### src/rtl/exec_unit_p.sv
// exec_unit_p -- single-issue execute unit with NZCV flags and optional
// iterative multiplier.
//
// Optional feature: define EXEC_UNIT_MUL_EN to build the shift-add multiplier
// (op 5). Without it, op 5 behaves like reserved op 7 and busy stays 0.
//
// Ports
//   clk, rst            clock, asynchronous active-low reset
//   in_valid/in_ready   request handshake
//   op, use_imm, set_flags, src_a, src_b, imm, dest, cond   request fields
//   out_valid/out_ready result handshake
//   out_data, out_dest, out_wr, br_taken   registered result
//   flags               NZCV register {N,Z,C,V}
//   busy                multiplier in progress
module exec_unit_p #(
  parameter int DATA_W = 32,
  parameter int IMM_W  = 16
) (
  input  logic              clk,
  input  logic              rst,
  input  logic              in_valid,
  output logic              in_ready,
  input  logic [2:0]        op,
  input  logic              use_imm,
  input  logic              set_flags,
  input  logic [DATA_W-1:0] src_a,
  input  logic [DATA_W-1:0] src_b,
  input  logic [IMM_W-1:0]  imm,
  input  logic [3:0]        dest,
  input  logic [3:0]        cond,
  output logic              out_valid,
  input  logic              out_ready,
  output logic [DATA_W-1:0] out_data,
  output logic [3:0]        out_dest,
  output logic              out_wr,
  output logic              br_taken,
  output logic [3:0]        flags,
  output logic              busy
);

  localparam logic [2:0] OP_ADD = 3'd0;
  localparam logic [2:0] OP_SUB = 3'd1;
  localparam logic [2:0] OP_NOT = 3'd2;
  localparam logic [2:0] OP_MOV = 3'd3;
  localparam logic [2:0] OP_CLR = 3'd4;
  localparam logic [2:0] OP_BR  = 3'd6;

  logic              accept, accept_alu;
  logic [DATA_W-1:0] opb, res;
  logic [DATA_W:0]   sum, dif;
  logic              c_n, v_n, wr_n, br_n, upd;

  assign accept = in_valid && in_ready;
  assign opb    = use_imm ? DATA_W'($signed(imm)) : src_b;
  assign sum    = {1'b0, src_a} + {1'b0, opb};
  assign dif    = {1'b0, src_a} - {1'b0, opb};

  // Single-cycle ALU result and flag candidates.
  always_comb begin
    res  = '0;
    c_n  = flags[1];
    v_n  = flags[0];
    wr_n = 1'b1;
    br_n = 1'b0;
    upd  = set_flags;
    case (op)
      OP_ADD: begin
        res = sum[DATA_W-1:0];
        c_n = sum[DATA_W];
        v_n = (src_a[DATA_W-1] == opb[DATA_W-1]) && (res[DATA_W-1] != src_a[DATA_W-1]);
      end
      OP_SUB: begin
        res = dif[DATA_W-1:0];
        c_n = ~dif[DATA_W];  // carry = not borrow
        v_n = (src_a[DATA_W-1] != opb[DATA_W-1]) && (res[DATA_W-1] != src_a[DATA_W-1]);
      end
      OP_NOT: res = ~src_a;
      OP_MOV: res = opb;
      OP_CLR: res = '0;
      OP_BR: begin
        wr_n = 1'b0;
        upd  = 1'b0;
        case (cond)
          4'd0:    br_n = flags[2];
          4'd1:    br_n = ~flags[2];
          4'd4:    br_n = flags[3];
          4'd5:    br_n = ~flags[3];
          4'd14:   br_n = 1'b1;
          default: br_n = 1'b0;
        endcase
      end
      default: begin  // reserved (and op 5 when the multiplier is absent)
        wr_n = 1'b0;
        upd  = 1'b0;
      end
    endcase
  end

`ifdef EXEC_UNIT_MUL_EN
  localparam logic [2:0] OP_MUL = 3'd5;
  localparam int         CNT_W  = $clog2(DATA_W + 1);

  typedef enum logic {S_IDLE, S_MUL} state_t;
  state_t            state;
  logic [DATA_W-1:0] mcand, mplier, acc, acc_nxt;
  logic [CNT_W-1:0]  cnt;
  logic [3:0]        mul_dest;
  logic              mul_sf;

  assign acc_nxt    = acc + (mplier[0] ? mcand : '0);
  assign accept_alu = accept && (op != OP_MUL);
  assign busy       = (state != S_IDLE);
  assign in_ready   = (state == S_IDLE) && (!out_valid || out_ready);
`else
  assign accept_alu = accept;
  assign busy       = 1'b0;
  assign in_ready   = !out_valid || out_ready;
`endif

  always_ff @(posedge clk or negedge rst) begin
    if (!rst) begin
      out_valid <= 1'b0;
      out_data  <= '0;
      out_dest  <= '0;
      out_wr    <= 1'b0;
      br_taken  <= 1'b0;
      flags     <= '0;
`ifdef EXEC_UNIT_MUL_EN
      state     <= S_IDLE;
      mcand     <= '0;
      mplier    <= '0;
      acc       <= '0;
      cnt       <= '0;
      mul_dest  <= '0;
      mul_sf    <= 1'b0;
`endif
    end else begin
      if (out_valid && out_ready) out_valid <= 1'b0;
      if (accept_alu) begin
        out_valid <= 1'b1;
        out_data  <= res;
        out_dest  <= dest;
        out_wr    <= wr_n;
        br_taken  <= br_n;
        if (upd) flags <= {res[DATA_W-1], res == '0, c_n, v_n};
      end
`ifdef EXEC_UNIT_MUL_EN
      case (state)
        S_IDLE: if (accept && op == OP_MUL) begin
          state    <= S_MUL;
          mcand    <= src_a;
          mplier   <= opb;
          acc      <= '0;
          cnt      <= '0;
          mul_dest <= dest;
          mul_sf   <= set_flags;
        end
        S_MUL: begin
          acc    <= acc_nxt;
          mcand  <= mcand << 1;
          mplier <= mplier >> 1;
          cnt    <= cnt + 1'b1;
          // Last iteration folds directly into the output register.
          if (cnt == CNT_W'(DATA_W - 1)) begin
            state     <= S_IDLE;
            out_valid <= 1'b1;
            out_data  <= acc_nxt;
            out_dest  <= mul_dest;
            out_wr    <= 1'b1;
            br_taken  <= 1'b0;
            if (mul_sf) flags <= {acc_nxt[DATA_W-1], acc_nxt == '0, 2'b00};
          end
        end
        default: state <= S_IDLE;
      endcase
`endif
    end
  end

endmodule

### config.mk
export PLATFORM = sky130hd
export DESIGN_NAME = exec_unit_p
export DESIGN_NICKNAME = d
export VERILOG_FILES = /design/src/rtl/exec_unit_p.sv
export SDC_FILE = /design/constraint.sdc
export NUM_CORES = 1
export LEC_CHECK = 0
export ABC_AREA = 1
export ABC_CLOCK_PERIOD_IN_PS = 2000
export CAP_MARGIN = 20
export CORE_UTILIZATION = 35
export DETAILED_ROUTE_END_ITERATION = 10
export SKIP_LAST_GASP = 1
export SLEW_MARGIN = 0
export SYNTH_ARGS = -nofsm -noshare
export SYNTH_HDL_FRONTEND = slang
export SYNTH_SLANG_ARGS = --single-unit
### constraint.sdc
create_clock -name clk -period 2 [get_ports clk]
set_clock_uncertainty 0.2 [all_clocks]
set_input_delay 0.4 -clock clk [delete_from_list [all_inputs] [get_ports clk]]
set_output_delay 0.4 -clock clk [all_outputs]
set_load 0.01 [all_outputs]
# [Word-level counts from Yosys, hierarchy flattened]
# Index checks and enable logic that the tools add are counted.
[word_totals] reg_bits=43 inputBits=97 out_inout_bits=45 word_cells=50
[classes] addsub=2 n_eq_ne=13 mux=10 bitwise_logic=4 n_reduce_logical=14
[op_table] op="32-bit one-hot mux with 4 select lines" count=1
[op_table] op="32-bit by 32-bit adder with 33-bit output" count=1
[op_table] op="32-bit by 32-bit subtractor with 33-bit output" count=1
[op_table] op="32-bit logical NOT" count=1
[op_table] op="32-bit 2-to-1 mux" count=1
[op_table] op="32-bit NOT" count=1
[op_table] op="4-bit by 3-bit equality test with 1-bit output (second input constant)" count=2
[op_table] op="3-bit by 2-bit equality test with 1-bit output (second input constant)" count=2
[op_table] op="3-bit equality test (second input constant)" count=2
[op_table] op="1-bit 2-to-1 mux" count=5
[op_table] op="1-bit one-hot mux with 5 select lines" count=1
[op_table] op="5-bit OR reduction" count=1
[op_table] op="4-bit by 1-bit equality test with 1-bit output (second input constant)" count=1
[op_table] op="4-bit equality test (second input constant)" count=1
[op_table] op="1-bit logical AND" count=4
[op_table] op="4-bit logical NOT" count=1
[op_table] op="1-bit one-hot mux with 2 select lines" count=2
[op_table] op="2-bit nonzero test" count=2
[op_table] op="3-bit by 1-bit equality test with 1-bit output (second input constant)" count=1
[op_table] op="3-bit logical NOT" count=1
[op_table] op="1-bit != test" count=3
[op_table] op="1-bit NOT" count=3
[op_table] op="3-bit AND reduction" count=1
[op_table] op="2-bit AND reduction" count=1
[op_table] op="3 further kinds" count=3

# [Longest topological paths before layout]
[logic_depth] ltp_word=5 mapped_depth=26 mapped_depth_nobuf=23

# [Worst setup path before layout]
# No wires, ideal clock.
[synth_path] path_kind="input port to flip-flop" from="in use_imm" to="reg flags[2]" setup_time_ns=0.065 arrival_time_ns=2.653 path_slack_ns=-0.918 cell_stages=21 path_cell_list="buf_4 nand2_1 inv_2 clkbuf_1 a21oi_1 ha_1 nor2_2 inv_1 nor2_2 nand2_1 nor3_2 nand2_2 nand2_1 nand2_1 nand3_1 nand2_1 nor2_2 nand2_1 nor2_1 nand3_1 nand2_1"
[synth_via] elab_chain_len=4
[synth_rtl] item="start, declared" line_no="24" text="input logic use_imm,"
[synth_rtl] item="32-bit 2-to-1 mux *" line_no="54" text="assign opb = use_imm ? DATA_W'($signed(imm)) : src_b;"
[synth_rtl] item="32-bit by 32-bit subtractor with 33-bit output or 32-bit by 32-bit adder with 33-bit output (tied branches)" line_no="56, 55"
[synth_rtl] item="32-bit one-hot mux with 4 select lines *" line_no="66" text="case (op)"
[synth_rtl] item="32-bit logical NOT *" line_no="145" text="if (upd) flags <= {res[DATA_W-1], res == '0, c_n, v_n};"
[synth_rtl] item="end signal, assigned" line_no="145"
[synth_rtl] item="end, declared" line_no="37" text="output logic [3:0] flags,"
# Every way passes the cells marked *; elsewhere a longest branch is shown, timed or not.
# A chain may end at the register's enable or synchronous reset.

# [Worst setup path in the final report]
# Ends and elaborated chain as after synthesis.

==> reports/qor.yml <==
status:
  status: "finished, violations left"
  violations: "setup timing"
timing:
  fin_crit_sh_pct: 149
  hold_violations: 0
  timing.hold.ws_ns: 0.272
  worst_slack_ns: -0.978
  setup_viol: 34
  rsz0062_at_grt: "yes"
  fmaxAchievable_mhz: 336
  fin_crit_ns: 2.98
  maxSlewViolCount: 0
worst_setup_path:
  critPathRequiredTime_ns: 2.03
  reg2reg_from: "out_valid"
  cp-start-kind: "input port"
  worstSetupPathType: "in2reg"
  arrival_ns: 3.01
  rrSetupSlack_ns: -0.18
  cp_max_fo: 6
  crit_path_top_delay_cell: "ha_4"
  critPathMostFrequentCell: "nand2_1"
  path_cells: "buf_12, clkinv_8, buf_12, or2_4, o21ai_4, ha_4, buf_12, nor2_4, buf_6, buf_6, a21oi_4, nand2_2, nand2_2, nand2_4, nand2_2, nand2_1, nor2_1, nor2_1, nand2_1, nor2_2, nand2_1, nor2_2, nand3_2, nand2_1"
  reg2reg_depth: 13
  cp_slowest_stage_delay_ns: 0.24
  cp-end-kind: "flop"
  reg2reg_to: "flags[2]"
min_path:
  min_to: "out_dest[1]"
  hold_depth: 2
  hold_class: "reg2reg"
  min_from: "out_dest[1]"
final_layout:
  drive_gt1_share_pct: 46.9
  num_antenna_cells: 0
  areaGrowthSynthToFinish_pct: 94.0
  fin_cells: 2353
  layout.nets: 2216
detailed_routing:
  first_iter_violations: 600
  antenna_left: 0
  drt_pass1_iterations: 5
  wl_um: 39900
  num_vias: 11600
  routedWlPerCell_um: 16.9
  drc: 0
  viasPerCell: 4.94
synthesis:
  syn_area_um2: 8180
  synth.distinct_cells: 41
  async_flop_share_pct: 100
  yosysMostFrequentCell: "nand2_1"
  yosysSeqAreaShare_pct: 13.2
  synth_largest_area_cell: "nand2_1"
  syn_nets: 1677
  synth_top_area_share_pct: 24.2
  ys_top_cells_by_area: "nand2_1 (24%), dfrtp_1 (13%), inv_1 (12%), ha_1 (12%), nand3_1 (8.3%)"
  yosysWarnings: 0
  ys_ff_latch: 43
  avgSynthCellArea_um2: 5.45
  synthTopCellsByCount: "nand2_1 (528), inv_1 (264), nand3_1 (136)"
  yosys_most_used_dff: "dfrtp_1"
  synthCells: 1500
  synth_edf_count: 0
global_route:
  antenna_found_initial: 1
  grt_pass1_wl_um: 61500
  grt_pass1_vias: 11800
  grtUsageTotal_pct: 33.1
  overflow: 0
  grt_start_max_net_pins: 44
clock_network:
  cts.htree.levels: 2
  clk_latency_ns: 0.29
  cts_root_buf: "clkbuf_16"
  cts_tree: "yes"
  clock_path_buffers: 2
  numCtsBuffers: 5
  clock-sinks: 43
  clk_pin_slew_ns: 0.07
floorplan:
  fp-row-count: 55
  start_util_pct: 35.9
  die-height_um: 155
  ios: 142
  fp.dieArea_um2: 24000
  core-area_um2: 22800
  dieWidth_um: 155
job:
  maxCapViolCount: 0
placed_design:
  io_buffers: 140
  gp_congestion: 0.950
  dpl.cell_count: 2257
  dp_hpwl_um: 31800
power:
  cellPowerDensity_nw_per_um2: 470
  p_leak_nw: 8.20
  ir_drop_uv: 346
==> area by class of cell <==
| class | instances | area [um^2] |
|---|---|---|
| inverters | 280 | 1090 |
| flip-flops and latches | 43 | 1080 |
| well taps | 313 | 392 |
| multi-input cells | 1142 | 8140 |
| clock buffers | 5 | 125 |
| fillers | 2013 | 6910 |
| repair inverters | 1 | 8.76 |
| repair buffers | 566 | 4990 |
| clock inverters | 3 | 46.3 |
==> routing by layer <==
metal / share of wire (%) / up-vias / GRT usage, % / wire length [um]
li1: - / 5753 / - / -
met1: 41 / 5413 / 39.3 / 16200
met2: 49 / 354 / 59.4 / 19400
met3: 4.7 / 115 / 3.62 / 1890
met4: 5.8 / 0 / 16.0 / 2320
met5: 0 / - / 0 / 0
==> stage by stage <==
step | setup WS (ns) | utilization [%] | total power, mW | instance area [um^2] | setup TNS (ns)
3_3_place_gp | -1.98 | 56.6 | 5.23 | 12900 | -55.10
6_report | -0.978 | 69.7 | 7.46 | 15900 | -23.79
2_1_floorplan | -0.723 | - | 3.10 | 8680 | -14.83
5_1_grt | -1.12 | 69.7 | 7.93 | 15900 | -28.08
4_1_cts | -0.909 | 67.3 | 7.16 | 15300 | -22.13
3_5_place_dp | -2.01 | 56.6 | 5.26 | 12900 | -56.83
==> state kept, by name, summed over array words and instances, names as in the netlist <==
register / count
br_taken: 1
flags: 4
out_data: 32
out_dest: 4
out_valid: 1
out_wr: 1
==> layout by cell type, fill, tap and decap left out, types with 20 or more instances in the layout <==
master,Yosys,final
nand2_1,528,378
buf_4,6,353
inv_1,264,216
nand2_2,26,131
nand3_1,136,97
clkdlybuf4s50_1,0,95
nor2_1,132,67
inv_2,15,55
buf_6,8,51
nor2_2,14,46
nand2_4,0,44
ha_4,0,43
dfrtp_1,43,43
dlygate4sd2_1,0,39
nor2_4,2,35
nand3_2,5,32
a21oi_2,2,30
o22ai_1,26,26
ha_1,78,21
a21oi_4,1,20
a21oi_1,67,20
==> cell families (layout without fill, tap and decap cells) <==
family / count (synthesis) / in the layout / synth area share [%]
and+or+nand+nor: 903 / 903 / 47.6
buffers and inverters: 315 / 855 / 15.6
AOI/OAI and AO/OA: 157 / 157 / 11.0
adders and majority gates: 80 / 80 / 12.4
DFF: 43 / 43 / 13.2
other: 1 / 1 / 0.0458
xor gates and xnor gates: 1 / 1 / 0.107
==> worst max-delay path: cells and delay by family <==
kind	cells	cell delay [ns]
simple gates	15	1.53
buf+inv	6	0.67
fa+ha+maj	1	0.24
compound gates	2	0.14
==> repair_timing <==
| item | 4_1_cts | 5_1_grt |
|---|---|---|
| gates cloned | 0 | 1 |
| setup buffers | 74 | 22 |
| endpoints found under the hold margin | 43 | 0 |
| endpoints found under the setup margin | 38 | 43 |
| pin swaps | 236 | 101 |
| resized for setup | 513 | 119 |
| hold buffers | 1 | 0 |
==> worst max-delay path by stage <==
stage | start | to | cells after the start
floorplan | use_imm | flags[2] | 22
global placement | use_imm | flags[2] | 23
detailed placement | use_imm | flags[2] | 23
CTS | use_imm | flags[2] | 25
global route | use_imm | flags[2] | 24
finish | use_imm | flags[2] | 24
==> power by group <==
group	leakage, nW	switching, mW	internal (mW)
Sequential	0.557	0.0788	1.00
Clock	0.0804	0.366	0.594
Combinational	7.56	2.84	2.59
Power figures use the tool's default switching activity.
